[src/rtl/mesi_pkg.sv]
// Shared types for the MESI request stage: line-state codes, controller
// FSM encoding, the per-cache transaction pulse bundle and its encoder.
package mesi_pkg;

   typedef enum logic [1:0] {
      ST_I = 2'd0,
      ST_S = 2'd1,
      ST_E = 2'd2,
      ST_M = 2'd3
   } mesi_st_e;

   typedef enum logic [1:0] {
      IDLE   = 2'd0,
      LOOKUP = 2'd1,
      ISSUE  = 2'd2,
      GAP    = 2'd3
   } ctrl_state_e;

   // Field order is shared with the protocol block; MSB first.
   typedef struct packed {
      logic pr_rd;
      logic pr_wr;
      logic bus_rd_c;
      logic bus_rd_ic;
      logic bus_rdx;
      logic bus_upgr;
      logic flush;
      logic flush_opt;
   } txn_pulse_t;

   localparam txn_pulse_t TXN_NONE = '0;

   // Pulse set for one requester given its own line state and the other
   // cache's line state.
   function automatic txn_pulse_t encode_txn(input logic wr, input mesi_st_e own,
                                             input mesi_st_e oth);
      txn_pulse_t p;
      p = TXN_NONE;
      if (!wr) begin
         p.pr_rd = 1'b1;
         if (own == ST_I) begin
            if (oth == ST_I) begin
               p.bus_rd_ic = 1'b1;
            end else begin
               p.bus_rd_c = 1'b1;
               if (oth == ST_M) p.flush = 1'b1;
               else             p.flush_opt = 1'b1;
            end
         end
      end else begin
         p.pr_wr = 1'b1;
         case (own)
            ST_M: ;
            ST_E, ST_S: p.bus_upgr = 1'b1;
            default: begin
               p.bus_rdx = 1'b1;
               if (oth == ST_M)      p.flush = 1'b1;
               else if (oth != ST_I) p.flush_opt = 1'b1;
            end
         endcase
      end
      return p;
   endfunction

   // Two caches can never both hold a line exclusively.
   function automatic logic is_illegal_pair(input mesi_st_e a, input mesi_st_e b);
      return ((a == ST_M) || (a == ST_E)) && ((b == ST_M) || (b == ST_E));
   endfunction

endpackage

[src/rtl/mesi_bus_ctrl_if.sv]
// Request, lookup and transaction-pulse signals between the two cores,
// the two caches' state arrays and the MESI request controller.
interface mesi_bus_ctrl_if #(parameter int ADDR_W = 32);

   logic              req_valid_1, req_valid_2;
   logic              req_wr_1, req_wr_2;
   logic [ADDR_W-1:0] req_addr_1, req_addr_2;
   logic              req_ready_1, req_ready_2;
   logic              done_1, done_2;
   logic [ADDR_W-1:0] lookup_addr;
   logic [1:0]        st_1, st_2;
   logic Pr_Rd_1, Pr_Wr_1, Bus_Rd_C_1, Bus_Rd_IC_1, Bus_RdX_1, Bus_Upgr_1, Flush_1, Flush_Opt_1;
   logic Pr_Rd_2, Pr_Wr_2, Bus_Rd_C_2, Bus_Rd_IC_2, Bus_RdX_2, Bus_Upgr_2, Flush_2, Flush_Opt_2;
   logic [ADDR_W-1:0] effective_address_1, effective_address_2;
   logic [1:0]        Cache1_pointer, Cache2_pointer;

   // Controller side.
   modport master (
      input  req_valid_1, req_valid_2, req_wr_1, req_wr_2, req_addr_1, req_addr_2,
      input  st_1, st_2,
      output req_ready_1, req_ready_2, done_1, done_2, lookup_addr,
      output Pr_Rd_1, Pr_Wr_1, Bus_Rd_C_1, Bus_Rd_IC_1, Bus_RdX_1, Bus_Upgr_1, Flush_1, Flush_Opt_1,
      output Pr_Rd_2, Pr_Wr_2, Bus_Rd_C_2, Bus_Rd_IC_2, Bus_RdX_2, Bus_Upgr_2, Flush_2, Flush_Opt_2,
      output effective_address_1, effective_address_2, Cache1_pointer, Cache2_pointer
   );

   // Cores / caches / protocol block side.
   modport slave (
      output req_valid_1, req_valid_2, req_wr_1, req_wr_2, req_addr_1, req_addr_2,
      output st_1, st_2,
      input  req_ready_1, req_ready_2, done_1, done_2, lookup_addr,
      input  Pr_Rd_1, Pr_Wr_1, Bus_Rd_C_1, Bus_Rd_IC_1, Bus_RdX_1, Bus_Upgr_1, Flush_1, Flush_Opt_1,
      input  Pr_Rd_2, Pr_Wr_2, Bus_Rd_C_2, Bus_Rd_IC_2, Bus_RdX_2, Bus_Upgr_2, Flush_2, Flush_Opt_2,
      input  effective_address_1, effective_address_2, Cache1_pointer, Cache2_pointer
   );

endinterface

[src/rtl/rr_arb2.sv]
// Two-input round-robin arbiter. last_grant holds 1 or 2 (the core that
// won most recently); it resets to 2 so core 1 wins the first tie.
module rr_arb2 (
   input  logic       clk,
   input  logic       rst,
   input  logic       en,
   input  logic [1:0] req,
   output logic [1:0] grant,
   output logic       grant_valid
);

   logic [1:0] last_grant_q, last_grant_d;
   logic [1:0] grant_c;

   // Tie goes to whoever did not win last; a lone requester always wins.
   always_comb begin
      grant_c      = 2'b00;
      last_grant_d = last_grant_q;
      if (en) begin
         if (req == 2'b11) grant_c = (last_grant_q == 2'd1) ? 2'b10 : 2'b01;
         else              grant_c = req;
      end
      if (grant_c[0])      last_grant_d = 2'd1;
      else if (grant_c[1]) last_grant_d = 2'd2;
   end

   // Remember the most recent winner.
   always_ff @(posedge clk) begin
      if (rst) last_grant_q <= 2'd2;
      else     last_grant_q <= last_grant_d;
   end

   assign grant       = grant_c;
   assign grant_valid = |grant_c;

endmodule

[src/rtl/mesi_bus_ctrl.sv]
// MESI request stage: arbitrates two cores, looks the line up in both
// caches and issues one registered transaction pulse set to the requester.
//
//   state  | meaning
//   IDLE   | wait for a request; accept pulse and latch on grant
//   LOOKUP | lookup_addr presented, both line states sampled, pulses encoded
//   ISSUE  | pulse set and done visible for the requester
//   GAP    | quiet cycle before the next accept
module mesi_bus_ctrl
   import mesi_pkg::*;
#(
   parameter int ADDR_W = 32
) (
   input  logic            clk,
   input  logic            rst,
   mesi_bus_ctrl_if.master bus
);

   ctrl_state_e       state_q, state_d;
   logic [ADDR_W-1:0] addr_q, addr_d;
   logic              wr_q, wr_d;
   logic              sel_q, sel_d;       // 0 = core 1 is requester, 1 = core 2
   mesi_st_e          own_q, own_d, oth_q, oth_d;
   txn_pulse_t        pulse_1_q, pulse_1_d, pulse_2_q, pulse_2_d;
   logic              done_1_q, done_1_d, done_2_q, done_2_d;
   logic              err_q, err_d;

   logic [1:0]        grant;
   logic              grant_valid;
   logic              arb_en;
   txn_pulse_t        txn;
   mesi_st_e          st_1, st_2;

   assign st_1   = mesi_st_e'(bus.st_1);
   assign st_2   = mesi_st_e'(bus.st_2);
   // A reset cycle must not produce an accept pulse.
   assign arb_en = (state_q == IDLE) && !rst;

   rr_arb2 u_arb (
      .clk         (clk),
      .rst         (rst),
      .en          (arb_en),
      .req         ({bus.req_valid_2, bus.req_valid_1}),
      .grant       (grant),
      .grant_valid (grant_valid)
   );

   // Next-state, latching and pulse encoding.
   always_comb begin
      state_d   = state_q;
      addr_d    = addr_q;
      wr_d      = wr_q;
      sel_d     = sel_q;
      own_d     = own_q;
      oth_d     = oth_q;
      pulse_1_d = TXN_NONE;
      pulse_2_d = TXN_NONE;
      done_1_d  = 1'b0;
      done_2_d  = 1'b0;
      err_d     = err_q;
      txn       = TXN_NONE;
      case (state_q)
         IDLE: begin
            if (grant_valid) begin
               sel_d   = grant[1];
               addr_d  = grant[1] ? bus.req_addr_2 : bus.req_addr_1;
               wr_d    = grant[1] ? bus.req_wr_2   : bus.req_wr_1;
               state_d = LOOKUP;
            end
         end
         LOOKUP: begin
            own_d = sel_q ? st_2 : st_1;
            oth_d = sel_q ? st_1 : st_2;
            txn   = encode_txn(wr_q, own_d, oth_d);
            if (sel_q) begin
               pulse_2_d = txn;
               done_2_d  = 1'b1;
            end else begin
               pulse_1_d = txn;
               done_1_d  = 1'b1;
            end
            if (is_illegal_pair(st_1, st_2)) err_d = 1'b1;
            state_d = ISSUE;
         end
         ISSUE:   state_d = GAP;
         GAP:     state_d = IDLE;
         default: state_d = IDLE;
      endcase
   end

   // All controller state and registered outputs.
   always_ff @(posedge clk) begin
      if (rst) begin
         state_q   <= IDLE;
         addr_q    <= '0;
         wr_q      <= 1'b0;
         sel_q     <= 1'b0;
         own_q     <= ST_I;
         oth_q     <= ST_I;
         pulse_1_q <= TXN_NONE;
         pulse_2_q <= TXN_NONE;
         done_1_q  <= 1'b0;
         done_2_q  <= 1'b0;
         err_q     <= 1'b0;
      end else begin
         state_q   <= state_d;
         addr_q    <= addr_d;
         wr_q      <= wr_d;
         sel_q     <= sel_d;
         own_q     <= own_d;
         oth_q     <= oth_d;
         pulse_1_q <= pulse_1_d;
         pulse_2_q <= pulse_2_d;
         done_1_q  <= done_1_d;
         done_2_q  <= done_2_d;
         err_q     <= err_d;
      end
   end

   assign bus.req_ready_1 = grant_valid & grant[0];
   assign bus.req_ready_2 = grant_valid & grant[1];
   assign bus.done_1      = done_1_q;
   assign bus.done_2      = done_2_q;

   // The latched address doubles as lookup and effective address; all hold
   // between transactions.
   assign bus.lookup_addr         = addr_q;
   assign bus.effective_address_1 = addr_q;
   assign bus.effective_address_2 = addr_q;
   assign bus.Cache1_pointer      = addr_q[1:0];
   assign bus.Cache2_pointer      = addr_q[1:0];

   assign bus.Pr_Rd_1     = pulse_1_q.pr_rd;
   assign bus.Pr_Wr_1     = pulse_1_q.pr_wr;
   assign bus.Bus_Rd_C_1  = pulse_1_q.bus_rd_c;
   assign bus.Bus_Rd_IC_1 = pulse_1_q.bus_rd_ic;
   assign bus.Bus_RdX_1   = pulse_1_q.bus_rdx;
   assign bus.Bus_Upgr_1  = pulse_1_q.bus_upgr;
   assign bus.Flush_1     = pulse_1_q.flush;
   assign bus.Flush_Opt_1 = pulse_1_q.flush_opt;

   assign bus.Pr_Rd_2     = pulse_2_q.pr_rd;
   assign bus.Pr_Wr_2     = pulse_2_q.pr_wr;
   assign bus.Bus_Rd_C_2  = pulse_2_q.bus_rd_c;
   assign bus.Bus_Rd_IC_2 = pulse_2_q.bus_rd_ic;
   assign bus.Bus_RdX_2   = pulse_2_q.bus_rdx;
   assign bus.Bus_Upgr_2  = pulse_2_q.bus_upgr;
   assign bus.Flush_2     = pulse_2_q.flush;
   assign bus.Flush_Opt_2 = pulse_2_q.flush_opt;

endmodule

[src/flat_wrapper.sv]
// flat-port wrapper written by rule: the top's interface ports become plain ports
module mesi_bus_ctrl_flat import mesi_pkg::*;
#(
   parameter int ADDR_W = 32
)
  (clk, rst, bus_req_valid_1, bus_req_valid_2, bus_req_wr_1, bus_req_wr_2, bus_req_addr_1, bus_req_addr_2, bus_st_1, bus_st_2, bus_req_ready_1, bus_req_ready_2, bus_done_1, bus_done_2, bus_lookup_addr, bus_Pr_Rd_1, bus_Pr_Wr_1, bus_Bus_Rd_C_1, bus_Bus_Rd_IC_1, bus_Bus_RdX_1, bus_Bus_Upgr_1, bus_Flush_1, bus_Flush_Opt_1, bus_Pr_Rd_2, bus_Pr_Wr_2, bus_Bus_Rd_C_2, bus_Bus_Rd_IC_2, bus_Bus_RdX_2, bus_Bus_Upgr_2, bus_Flush_2, bus_Flush_Opt_2, bus_effective_address_1, bus_effective_address_2, bus_Cache1_pointer, bus_Cache2_pointer);
  mesi_bus_ctrl_if #(.ADDR_W(ADDR_W)) bus_i ();
  input  logic clk;
  input  logic rst;
  input wire logic [$bits(bus_i.req_valid_1)-1:0] bus_req_valid_1;
  input wire logic [$bits(bus_i.req_valid_2)-1:0] bus_req_valid_2;
  input wire logic [$bits(bus_i.req_wr_1)-1:0] bus_req_wr_1;
  input wire logic [$bits(bus_i.req_wr_2)-1:0] bus_req_wr_2;
  input wire logic [$bits(bus_i.req_addr_1)-1:0] bus_req_addr_1;
  input wire logic [$bits(bus_i.req_addr_2)-1:0] bus_req_addr_2;
  input wire logic [$bits(bus_i.st_1)-1:0] bus_st_1;
  input wire logic [$bits(bus_i.st_2)-1:0] bus_st_2;
  output wire logic [$bits(bus_i.req_ready_1)-1:0] bus_req_ready_1;
  output wire logic [$bits(bus_i.req_ready_2)-1:0] bus_req_ready_2;
  output wire logic [$bits(bus_i.done_1)-1:0] bus_done_1;
  output wire logic [$bits(bus_i.done_2)-1:0] bus_done_2;
  output wire logic [$bits(bus_i.lookup_addr)-1:0] bus_lookup_addr;
  output wire logic [$bits(bus_i.Pr_Rd_1)-1:0] bus_Pr_Rd_1;
  output wire logic [$bits(bus_i.Pr_Wr_1)-1:0] bus_Pr_Wr_1;
  output wire logic [$bits(bus_i.Bus_Rd_C_1)-1:0] bus_Bus_Rd_C_1;
  output wire logic [$bits(bus_i.Bus_Rd_IC_1)-1:0] bus_Bus_Rd_IC_1;
  output wire logic [$bits(bus_i.Bus_RdX_1)-1:0] bus_Bus_RdX_1;
  output wire logic [$bits(bus_i.Bus_Upgr_1)-1:0] bus_Bus_Upgr_1;
  output wire logic [$bits(bus_i.Flush_1)-1:0] bus_Flush_1;
  output wire logic [$bits(bus_i.Flush_Opt_1)-1:0] bus_Flush_Opt_1;
  output wire logic [$bits(bus_i.Pr_Rd_2)-1:0] bus_Pr_Rd_2;
  output wire logic [$bits(bus_i.Pr_Wr_2)-1:0] bus_Pr_Wr_2;
  output wire logic [$bits(bus_i.Bus_Rd_C_2)-1:0] bus_Bus_Rd_C_2;
  output wire logic [$bits(bus_i.Bus_Rd_IC_2)-1:0] bus_Bus_Rd_IC_2;
  output wire logic [$bits(bus_i.Bus_RdX_2)-1:0] bus_Bus_RdX_2;
  output wire logic [$bits(bus_i.Bus_Upgr_2)-1:0] bus_Bus_Upgr_2;
  output wire logic [$bits(bus_i.Flush_2)-1:0] bus_Flush_2;
  output wire logic [$bits(bus_i.Flush_Opt_2)-1:0] bus_Flush_Opt_2;
  output wire logic [$bits(bus_i.effective_address_1)-1:0] bus_effective_address_1;
  output wire logic [$bits(bus_i.effective_address_2)-1:0] bus_effective_address_2;
  output wire logic [$bits(bus_i.Cache1_pointer)-1:0] bus_Cache1_pointer;
  output wire logic [$bits(bus_i.Cache2_pointer)-1:0] bus_Cache2_pointer;
  assign bus_i.req_valid_1 = bus_req_valid_1;
  assign bus_i.req_valid_2 = bus_req_valid_2;
  assign bus_i.req_wr_1 = bus_req_wr_1;
  assign bus_i.req_wr_2 = bus_req_wr_2;
  assign bus_i.req_addr_1 = bus_req_addr_1;
  assign bus_i.req_addr_2 = bus_req_addr_2;
  assign bus_i.st_1 = bus_st_1;
  assign bus_i.st_2 = bus_st_2;
  assign bus_req_ready_1 = bus_i.req_ready_1;
  assign bus_req_ready_2 = bus_i.req_ready_2;
  assign bus_done_1 = bus_i.done_1;
  assign bus_done_2 = bus_i.done_2;
  assign bus_lookup_addr = bus_i.lookup_addr;
  assign bus_Pr_Rd_1 = bus_i.Pr_Rd_1;
  assign bus_Pr_Wr_1 = bus_i.Pr_Wr_1;
  assign bus_Bus_Rd_C_1 = bus_i.Bus_Rd_C_1;
  assign bus_Bus_Rd_IC_1 = bus_i.Bus_Rd_IC_1;
  assign bus_Bus_RdX_1 = bus_i.Bus_RdX_1;
  assign bus_Bus_Upgr_1 = bus_i.Bus_Upgr_1;
  assign bus_Flush_1 = bus_i.Flush_1;
  assign bus_Flush_Opt_1 = bus_i.Flush_Opt_1;
  assign bus_Pr_Rd_2 = bus_i.Pr_Rd_2;
  assign bus_Pr_Wr_2 = bus_i.Pr_Wr_2;
  assign bus_Bus_Rd_C_2 = bus_i.Bus_Rd_C_2;
  assign bus_Bus_Rd_IC_2 = bus_i.Bus_Rd_IC_2;
  assign bus_Bus_RdX_2 = bus_i.Bus_RdX_2;
  assign bus_Bus_Upgr_2 = bus_i.Bus_Upgr_2;
  assign bus_Flush_2 = bus_i.Flush_2;
  assign bus_Flush_Opt_2 = bus_i.Flush_Opt_2;
  assign bus_effective_address_1 = bus_i.effective_address_1;
  assign bus_effective_address_2 = bus_i.effective_address_2;
  assign bus_Cache1_pointer = bus_i.Cache1_pointer;
  assign bus_Cache2_pointer = bus_i.Cache2_pointer;
  mesi_bus_ctrl #(.ADDR_W(ADDR_W)) u_core (.clk(clk), .rst(rst), .bus(bus_i));
endmodule
[config.mk]
export PLATFORM = sky130hd
export DESIGN_NAME = mesi_bus_ctrl_flat
export DESIGN_NICKNAME = d
export VERILOG_FILES = /design/src/rtl/mesi_pkg.sv /design/src/rtl/mesi_bus_ctrl_if.sv /design/src/rtl/rr_arb2.sv /design/src/rtl/mesi_bus_ctrl.sv /design/src/flat_wrapper.sv
export SDC_FILE = /design/constraint.sdc
export NUM_CORES = 1
export LEC_CHECK = 0
export BUFFER_PORTS_ARGS = -buffer_cell sky130_fd_sc_hd__buf_2
export CAP_MARGIN = 10
export CORE_ASPECT_RATIO = 0.9
export CORE_MARGIN = 1
export CORE_UTILIZATION = 46
export CTS_BUF_LIST = sky130_fd_sc_hd__clkbuf_8 sky130_fd_sc_hd__clkbuf_16
export DETAILED_ROUTE_END_ITERATION = 16
export PLACE_DENSITY = 0.86
export RECOVER_POWER = 50
export SLEW_MARGIN = 20
export SYNTH_ARGS = -nofsm -noshare
export SYNTH_HDL_FRONTEND = slang
export SYNTH_SLANG_ARGS = --single-unit
[constraint.sdc]
create_clock -name clk -period 4.3 [get_ports clk]
set_input_delay 0.215 -clock clk [delete_from_list [all_inputs] [get_ports clk]]
set_output_delay 0.215 -clock clk [all_outputs]
set_load 0.005 [all_outputs]
==> results of run 1 <==
## per-stage QoR
step	hold WS [ns]	std cells	util	worst slack [ns]	area [um2]
floorplan	0.3674	343	-	2.787	3059
global placement	0.4258	536	0.5564	1.885	3496
detailed placement	0.4352	536	0.5564	1.767	3496
CTS	0.1491	544	0.5715	1.827	3591
global route	0.1547	544	0.5633	1.653	3540
finish	0.1574	544	0.5633	1.877	3540
## worst max-delay path: stages (launching register included)
cell	delay, ns
sky130_fd_sc_hd__dfxtp_1	0.34
sky130_fd_sc_hd__inv_1	0.10
sky130_fd_sc_hd__ha_1	0.21
sky130_fd_sc_hd__nor2b_4	0.18
sky130_fd_sc_hd__and2b_2	0.55
sky130_fd_sc_hd__buf_4	0.56
sky130_fd_sc_hd__nor2_1	0.11
sky130_fd_sc_hd__a311oi_2	0.25
## Yosys cell counts
cell,n
sky130_fd_sc_hd__nand3b_1,2
sky130_fd_sc_hd__a21oi_1,2
sky130_fd_sc_hd__inv_1,8
sky130_fd_sc_hd__buf_2,4
sky130_fd_sc_hd__nand3_1,1
sky130_fd_sc_hd__o211ai_4,1
sky130_fd_sc_hd__clkbuf_1,5
sky130_fd_sc_hd__nand2b_1,1
sky130_fd_sc_hd__mux2i_1,5
sky130_fd_sc_hd__a211oi_1,1
sky130_fd_sc_hd__nor2_2,10
sky130_fd_sc_hd__buf_4,75
sky130_fd_sc_hd__nor2b_2,1
sky130_fd_sc_hd__nand2_1,70
sky130_fd_sc_hd__a311oi_2,27
sky130_fd_sc_hd__inv_4,1
sky130_fd_sc_hd__nor2_1,45
sky130_fd_sc_hd__a21o_1,1
sky130_fd_sc_hd__ha_1,9
sky130_fd_sc_hd__inv_2,1
sky130_fd_sc_hd__or3b_1,1
sky130_fd_sc_hd__and2b_1,1
sky130_fd_sc_hd__a311oi_1,6
sky130_fd_sc_hd__nor3_1,1
sky130_fd_sc_hd__a32oi_1,1
sky130_fd_sc_hd__nor2b_1,1
sky130_fd_sc_hd__nor2b_4,1
sky130_fd_sc_hd__buf_6,4
sky130_fd_sc_hd__o21ai_0,1
sky130_fd_sc_hd__dfxtp_1,56
## layout make-up
cell class	instances	share of cell area
clock buffers	5	0.01944
clock inverters	3	0.007423
inverters	10	0.01131
multi-input cells	189	0.3538
flip-flops and latches	56	0.3167
well taps	87	0.03075
repair buffers	194	0.2605
## path summary, 6_finish.rpt
check / startpoint / endpoint / slack (ns)
setup / recovery: u_core.state_q[0]$_SDFFE_PP0P_ / u_core.bus.effective_address_1[24]$_SDFFE_PP0P_ / 1.88
hold / removal: bus_req_addr_1[25] / u_core.bus.effective_address_1[25]$_SDFFE_PP0P_ / 0.16
setup reg to reg: u_core.state_q[0]$_SDFFE_PP0P_ / u_core.bus.effective_address_1[24]$_SDFFE_PP0P_ / 1.88
hold reg to reg: u_core.u_arb.last_grant_q[0]$_SDFFE_PP0P_ / u_core.u_arb.last_grant_q[0]$_SDFFE_PP0P_ / 0.46
## metal layers
| layer | part of all wire | GRT usage | wire length, um |
|---|---|---|---|
| met5 | 0 | 0 | 0 |
| met4 | 0.014 | 0.07049 | 97 |
| met3 | 0.050 | 0.02703 | 346 |
| met2 | 0.51 | 0.3550 | 3549 |
| met1 | 0.42 | 0.2296 | 2900 |
## power groups by stage
stage / sequential [mW] / clock [mW] / combinational [mW]
6_report: 0.741 / 0.300 / 0.783
5_1_grt: 0.764 / 0.335 / 0.885
4_1_cts: 0.741 / 0.311 / 0.809
3_5_place_dp: 0.752 / 0 / 0.806
3_3_place_gp: 0.745 / 0 / 0.776
2_1_floorplan: 0.742 / 0 / 0.719
## cells by family after synthesis
| family | Yosys count | share of synthesized area |
|---|---|---|
| multiplexers | 5 | 0.01636 |
| AND/OR/NAND/NOR | 135 | 0.1865 |
| flip-flops | 56 | 0.3665 |
| adder cells (fa/ha/maj) | 9 | 0.03681 |
| buffers and inverters | 98 | 0.2245 |
| AO/OA/AOI/OAI | 40 | 0.1693 |
==> impl_results.md, run 1 <==
- Slew of the pin with the lowest slew margin: 1.114 ns
- Wire per inst: 12.67 um
- Combinational power share: 0.429
- Estimated wirelength of the detail-placed design: 5.141 mm
- Max transition margin: 0.2573
- Commonest non-fill, non-tap cell in the layout: sky130_fd_sc_hd__buf_2
- R2r worst-path depth: 7
- Die footprint: 0.006981 mm2
- Number of antenna violations at the first check in global routing: 0
- CTS sink cnt: 56
- Number of global-route vias before repair: 2418
- Buffer depth of the longest clock path: 2
- Number of buffers created by CTS: 5
- Number of failing setup endpoints in the final timing report: 0
- Maximum number of pins on one net before global-route repair: 44
- Power per unit of standard cell area: 515.2 mW/mm2
- Count of mapped cells out of synthesis: 343
- Critical Path Source Type: flip-flop
- Number of stages on the worst hold path: 3
- Starting Density: 0.4869
- Routability Congestion: 0.7656
- Register cell area after layout: 0.001121 mm2
- Max Cap Viol: 0
- Fraction of power spent switching nets: 0.3897
- YS warnings: 0
- Top cell type by total area after synthesis: sky130_fd_sc_hd__dfxtp_1
- Synth top area cells: sky130_fd_sc_hd__dfxtp_1 37%, sky130_fd_sc_hd__buf_4 18%, sky130_fd_sc_hd__a311oi_2 13%
- Proportion of netlist area held by the largest area contributor: 0.3665
- Worst hold path class: primary input to flip-flop
- Final period demand of the worst path: 2.423 ns
- Area taken by multi-input logic gates: 0.001252 mm2
- Mean number of vias per cell: 4.737
- Routed wire length: 6.893 mm
- Number of gates resized after cts: 0
- CP required: 4.52 ns
- Worst Path Max Fanout: 38
- Later-pin clock latency in the skew report: 0.30 ns
- First-pass GRT wire length: 10.74 mm
- Input/output buffers: 193
- Placeable core area: 0.006284 mm2
- Leakage power: 1.709 nW
- CTS HTree Levels: 2
- Filler instances: 607
- Type of element capturing the critical path: flip-flop
- Net total in the final layout: 539
- Synth Register Bits: 56
- Sequential cell area fraction in the yosys report: 0.3665
- Endpoints failing hold: 0
- I/O pin cnt: 194
- Max rail drop VDD: 0.0002106 V
- Share of post-route cells with drive strength above 1: 0.4464
- Clock power share: 0.165
- Detailed router's first-iteration violation count: 79
- Net switching power figure: 710.7 uW
- CP Data Arrival Time: 2.64 ns
- Syn avg cell area: 8.919 um2
- Number of flip-flops in the largest register: 32
- Final cycle utilization of the critical path: 0.5635
- Highest-count cells in the layout ignoring fill and taps: 152 x sky130_fd_sc_hd__buf_2, 70 x sky130_fd_sc_hd__nand2_1, 56 x sky130_fd_sc_hd__dfxtp_1
- Total of hold buffers inserted after clock tree synthesis: 0
- N_diodes: 0
- Power after layout: 1.824 mW
- Number of setup buffers added after CTS: 0
- Clock transition time at the flip-flop clock pins of the worst setup and hold paths: 0.11 ns
- Area growth from synthesis to layout: 15.71%
- Number of detailed-route iterations in the first pass: 4
- Cell Area, Synth: 0.003059 mm2
- Width of the die: 87.96 um
- Accumulated negative setup slack: 0 ns
- Via total after detailed routing: 2577
- Remaining antenna violation count after routing: 0
- Die outline height: 79.37 um
- Sequential group share of total power: 0.406
- Final max-slew violation count: 0
- Worst setup skew after layout: 0.006157 ns
- Overflow left after global routing: 0
- Drt drc: 0
- Count of distinct cell types in the synthesized netlist: 30
- RSZ-0062 raised after global routing: no
- Fmax: 412.7 MHz
- Crit Path Category: flip-flop to flip-flop
- Run status: completed
- Overall routing resource usage: 0.1948
- CTS tree: built
- Number of core rows: 27
- Internal power: 1.113 mW
- Root cell of the clock tree: sky130_fd_sc_hd__clkbuf_8
- Post-Synthesis Net Count: 426
(Power assumes the default switching activity.)
==> run 2, diff against run 1 <==
--- a/config.mk
+++ b/config.mk
@@ -9,10 +9,10 @@
 export CAP_MARGIN = 10
 export CORE_ASPECT_RATIO = 0.9
 export CORE_MARGIN = 1
-export CORE_UTILIZATION = 46
+export CORE_UTILIZATION = 43
 export CTS_BUF_LIST = sky130_fd_sc_hd__clkbuf_8 sky130_fd_sc_hd__clkbuf_16
 export DETAILED_ROUTE_END_ITERATION = 16
-export PLACE_DENSITY = 0.86
+export PLACE_DENSITY = 0.81
 export RECOVER_POWER = 50
 export SLEW_MARGIN = 20
 export SYNTH_ARGS = -nofsm -noshare
==> constraint.sdc (replaced) <==
create_clock -name clk -period 2.4 [get_ports clk]
set_input_delay 0.12 -clock clk [delete_from_list [all_inputs] [get_ports clk]]
set_output_delay 0.12 -clock clk [all_outputs]
set_load 0.005 [all_outputs]
==> impl_results.md, run 2 (synthesis gave the netlist of run 1 again) <==
- Maximum single-stage delay on the critical path: 0.36 ns (-0.20 ns)
- CTS tree: built
- Width of the die: 90.91 um (+3.4%)
- Number of setup buffers added after CTS: 0 (unchanged)
- Input/output buffers: 193 (unchanged)
- Run status: completed
- Number of flip-flops in the largest register: 32 (unchanged)
- Highest-count cells in the layout ignoring fill and taps: 150 x sky130_fd_sc_hd__buf_2, 70 x sky130_fd_sc_hd__nand2_1, 56 x sky130_fd_sc_hd__dfxtp_1
- Sequential group share of total power: 0.403 (-0.003)
- Ordered list of cells on the worst path: inv_1 -> ha_1 -> nor2b_4 -> o211ai_4 -> inv_4 -> buf_2
- I/O pin cnt: 194 (unchanged)
- Leakage power: 1.713 nW (+0.22%)
- R2r worst-path depth: 7 (unchanged)
- CP Data Arrival Time: 1.93 ns (-0.71 ns)
- Number of failing setup endpoints in the final timing report: 0 (unchanged)
- Routed wire length: 7.123 mm (+3.3%)
- Endpoints failing hold: 0 (unchanged)
- Max Cap Viol: 0 (unchanged)
- Number of stages on the worst hold path: 3 (unchanged)
- Worst hold path class: primary input to flip-flop
- Clock transition time at the flip-flop clock pins of the worst setup and hold paths: 0.11 ns (about the same)
- First-pass GRT wire length: 11.03 mm (+2.8%)
- Share of post-route cells with drive strength above 1: 0.4457 (-0.0007373)
- Number of detailed-route iterations in the first pass: 4 (unchanged)
- Number of antenna violations at the first check in global routing: 0 (unchanged)
- Number of core rows: 28 (+3.7%)
- Combinational power share: 0.433 (+0.004)
- Worst setup skew after layout: 0.006776 ns (+0.0006191 ns)
- Estimated wirelength of the detail-placed design: 5.298 mm (+3.1%)
- Fraction of power spent switching nets: 0.3894 (about the same)
- Final period demand of the worst path: 2.050 ns
- RSZ-0062 raised after global routing: no
- Number of global-route vias before repair: 2383 (-1.4%)
- Slew of the pin with the lowest slew margin: 0.6051 ns (-0.5089 ns)
- Remaining antenna violation count after routing: 0 (unchanged)
- Worst Hold Endpoint: u_core.bus.effective_address_1[25]$_SDFFE_PP0P_
- CTS sink cnt: 56 (unchanged)
- Drt drc: 0 (unchanged)
- Overflow left after global routing: 0 (unchanged)
- Register-to-register path setup slack: 0.47 ns (-1.41 ns)
- Number of buffers created by CTS: 5 (unchanged)
- Crit Path Category: flip-flop to output pin
- Detailed router's first-iteration violation count: 80 (+1.3%)
- Net total in the final layout: 542 (+0.56%)
- Via total after detailed routing: 2604 (+1.0%)
- Max transition margin: 0.5966 (+0.3393)
- Max rail drop VDD: 0.0004152 V (+97%)
- Worst Path Max Fanout: 36 (-5.3%)
- Total of hold buffers inserted after clock tree synthesis: 0 (unchanged)
- Final cycle utilization of the critical path: 0.8542
- Starting Density: 0.4548 (-0.03206)
- Routability Congestion: 0.7174 (-6.3%)
- Power after layout: 3.280 mW (+80%)
- Internal power: 2.003 mW (+80%)
- CTS HTree Levels: 2 (unchanged)
- Worst Hold Launch: bus_req_addr_1[25]
- Area growth from synthesis to layout: 16.48%
- Later-pin clock latency in the skew report: 0.31 ns (about the same)
- Power per unit of standard cell area: 920.5 mW/mm2 (+79%)
- Die footprint: 0.007456 mm2 (+6.8%)
- N_diodes: 0 (unchanged)
- Critical Path Source Type: flip-flop
- Buffer depth of the longest clock path: 2 (unchanged)
- Critical path launch point: u_core.state_q[0]$_SDFFE_PP0P_
- Accumulated negative setup slack: 0 ns (unchanged)
- Reg-to-reg startpoint: u_core.state_q[0]$_SDFFE_PP0P_
- Maximum number of pins on one net before global-route repair: 43 (-2.3%)
- Overall routing resource usage: 0.1834 (-0.01145)
- Die outline height: 82.02 um (+3.3%)
- Net switching power figure: 1.277 mW (+80%)
- CP required: 2.28 ns (-2.24 ns)
- Mean number of vias per cell: 4.735 (about the same)
- FF-to-FF End: u_core.bus.effective_address_1[12]$_SDFFE_PP0P_
- Commonest non-fill, non-tap cell in the layout: sky130_fd_sc_hd__buf_2
- Placeable core area: 0.006726 mm2 (+7.0%)
- Type of element capturing the critical path: output pin
- Slowest library cell on the worst path: sky130_fd_sc_hd__inv_4
- Root cell of the clock tree: sky130_fd_sc_hd__clkbuf_8
- Wire per inst: 12.95 um (+2.2%)
- Fmax: 487.8 MHz
- Number of gates resized after cts: 0 (unchanged)
- Final max-slew violation count: 0 (unchanged)
- Clock power share: 0.164 (about the same)
- Post-layout util: 0.5298 (-0.03356)
run 2: cell count changes in the layout (fill, tap and decap cells not counted), sizes merged:
| cell | before | now |
|---|---|---|
| buf | 154 | 155 |
| clkbuf | 45 | 47 |
| clkinv | 1 | 2 |
| inv | 12 | 11 |
run 2: critical path, delay by kind of cell (launching register included):
family	cells	cell delay (ns)
and+or+nand+nor	1	0.20
adders and majority gates	1	0.20
buffers and inverters	3	0.66
DFF	1	0.34
AOI/OAI and AO/OA	1	0.21
run 2: power by group through the flow:
stage / clock, mW / combinational (mW) / sequential, mW
global route: 0.597 / 1.58 / 1.36
CTS: 0.565 / 1.47 / 1.32
global placement: 0 / 1.42 / 1.33
finish: 0.540 / 1.42 / 1.32
detailed placement: 0 / 1.46 / 1.34
floorplan: 0 / 1.29 / 1.33
run 2: worst max-delay path by stage:
stage                                                                  to  slack, ns  cells past startpoint
after detailed placement  u_core.bus.effective_address_1[12]$_SDFFE_PP0P_       0.51                      7
after global routing                                      bus_req_ready_2       0.21                      6
after CTS                                                 bus_req_ready_2       0.34                      6
after floorplan           u_core.bus.effective_address_1[10]$_SDFFE_PP0P_       0.89                      8
final                                                     bus_req_ready_2       0.35                      6
after global placement     u_core.bus.effective_address_1[5]$_SDFFE_PP0P_       0.62                      7
run 2: layout make-up:
cell class / instances / area, um2
Inverter: 10 / 40.04
Multi-Input combinational cell: 189 / 1252
Tap cell: 90 / 112.6
Clock inverter: 3 / 26.28
Timing Repair Buffer: 197 / 942.2
Clock buffer: 5 / 68.82
Sequential cell: 56 / 1121
Fill cell: 677 / 3163
run 2: stage by stage:
stage                     std cells  setup WS (ns)  hold WS (ns)  instance area, um2
after global placement          542         0.6206        0.3882                3522
final                           550         0.3499       0.05810                3563
after floorplan                 343         0.8870        0.2724                3059
after detailed placement        542         0.5067        0.3925                3522
after CTS                       550         0.3382       0.04291                3617
after global routing            550         0.2078       0.06186                3563
run 2: layer usage:
layer,up-vias,routed length [um],track usage
met5,-,0,0
met4,0,36,0.04603
met3,4,356,0.03148
met2,91,3741,0.3424
met1,1214,2989,0.2212
li1,1295,-,-
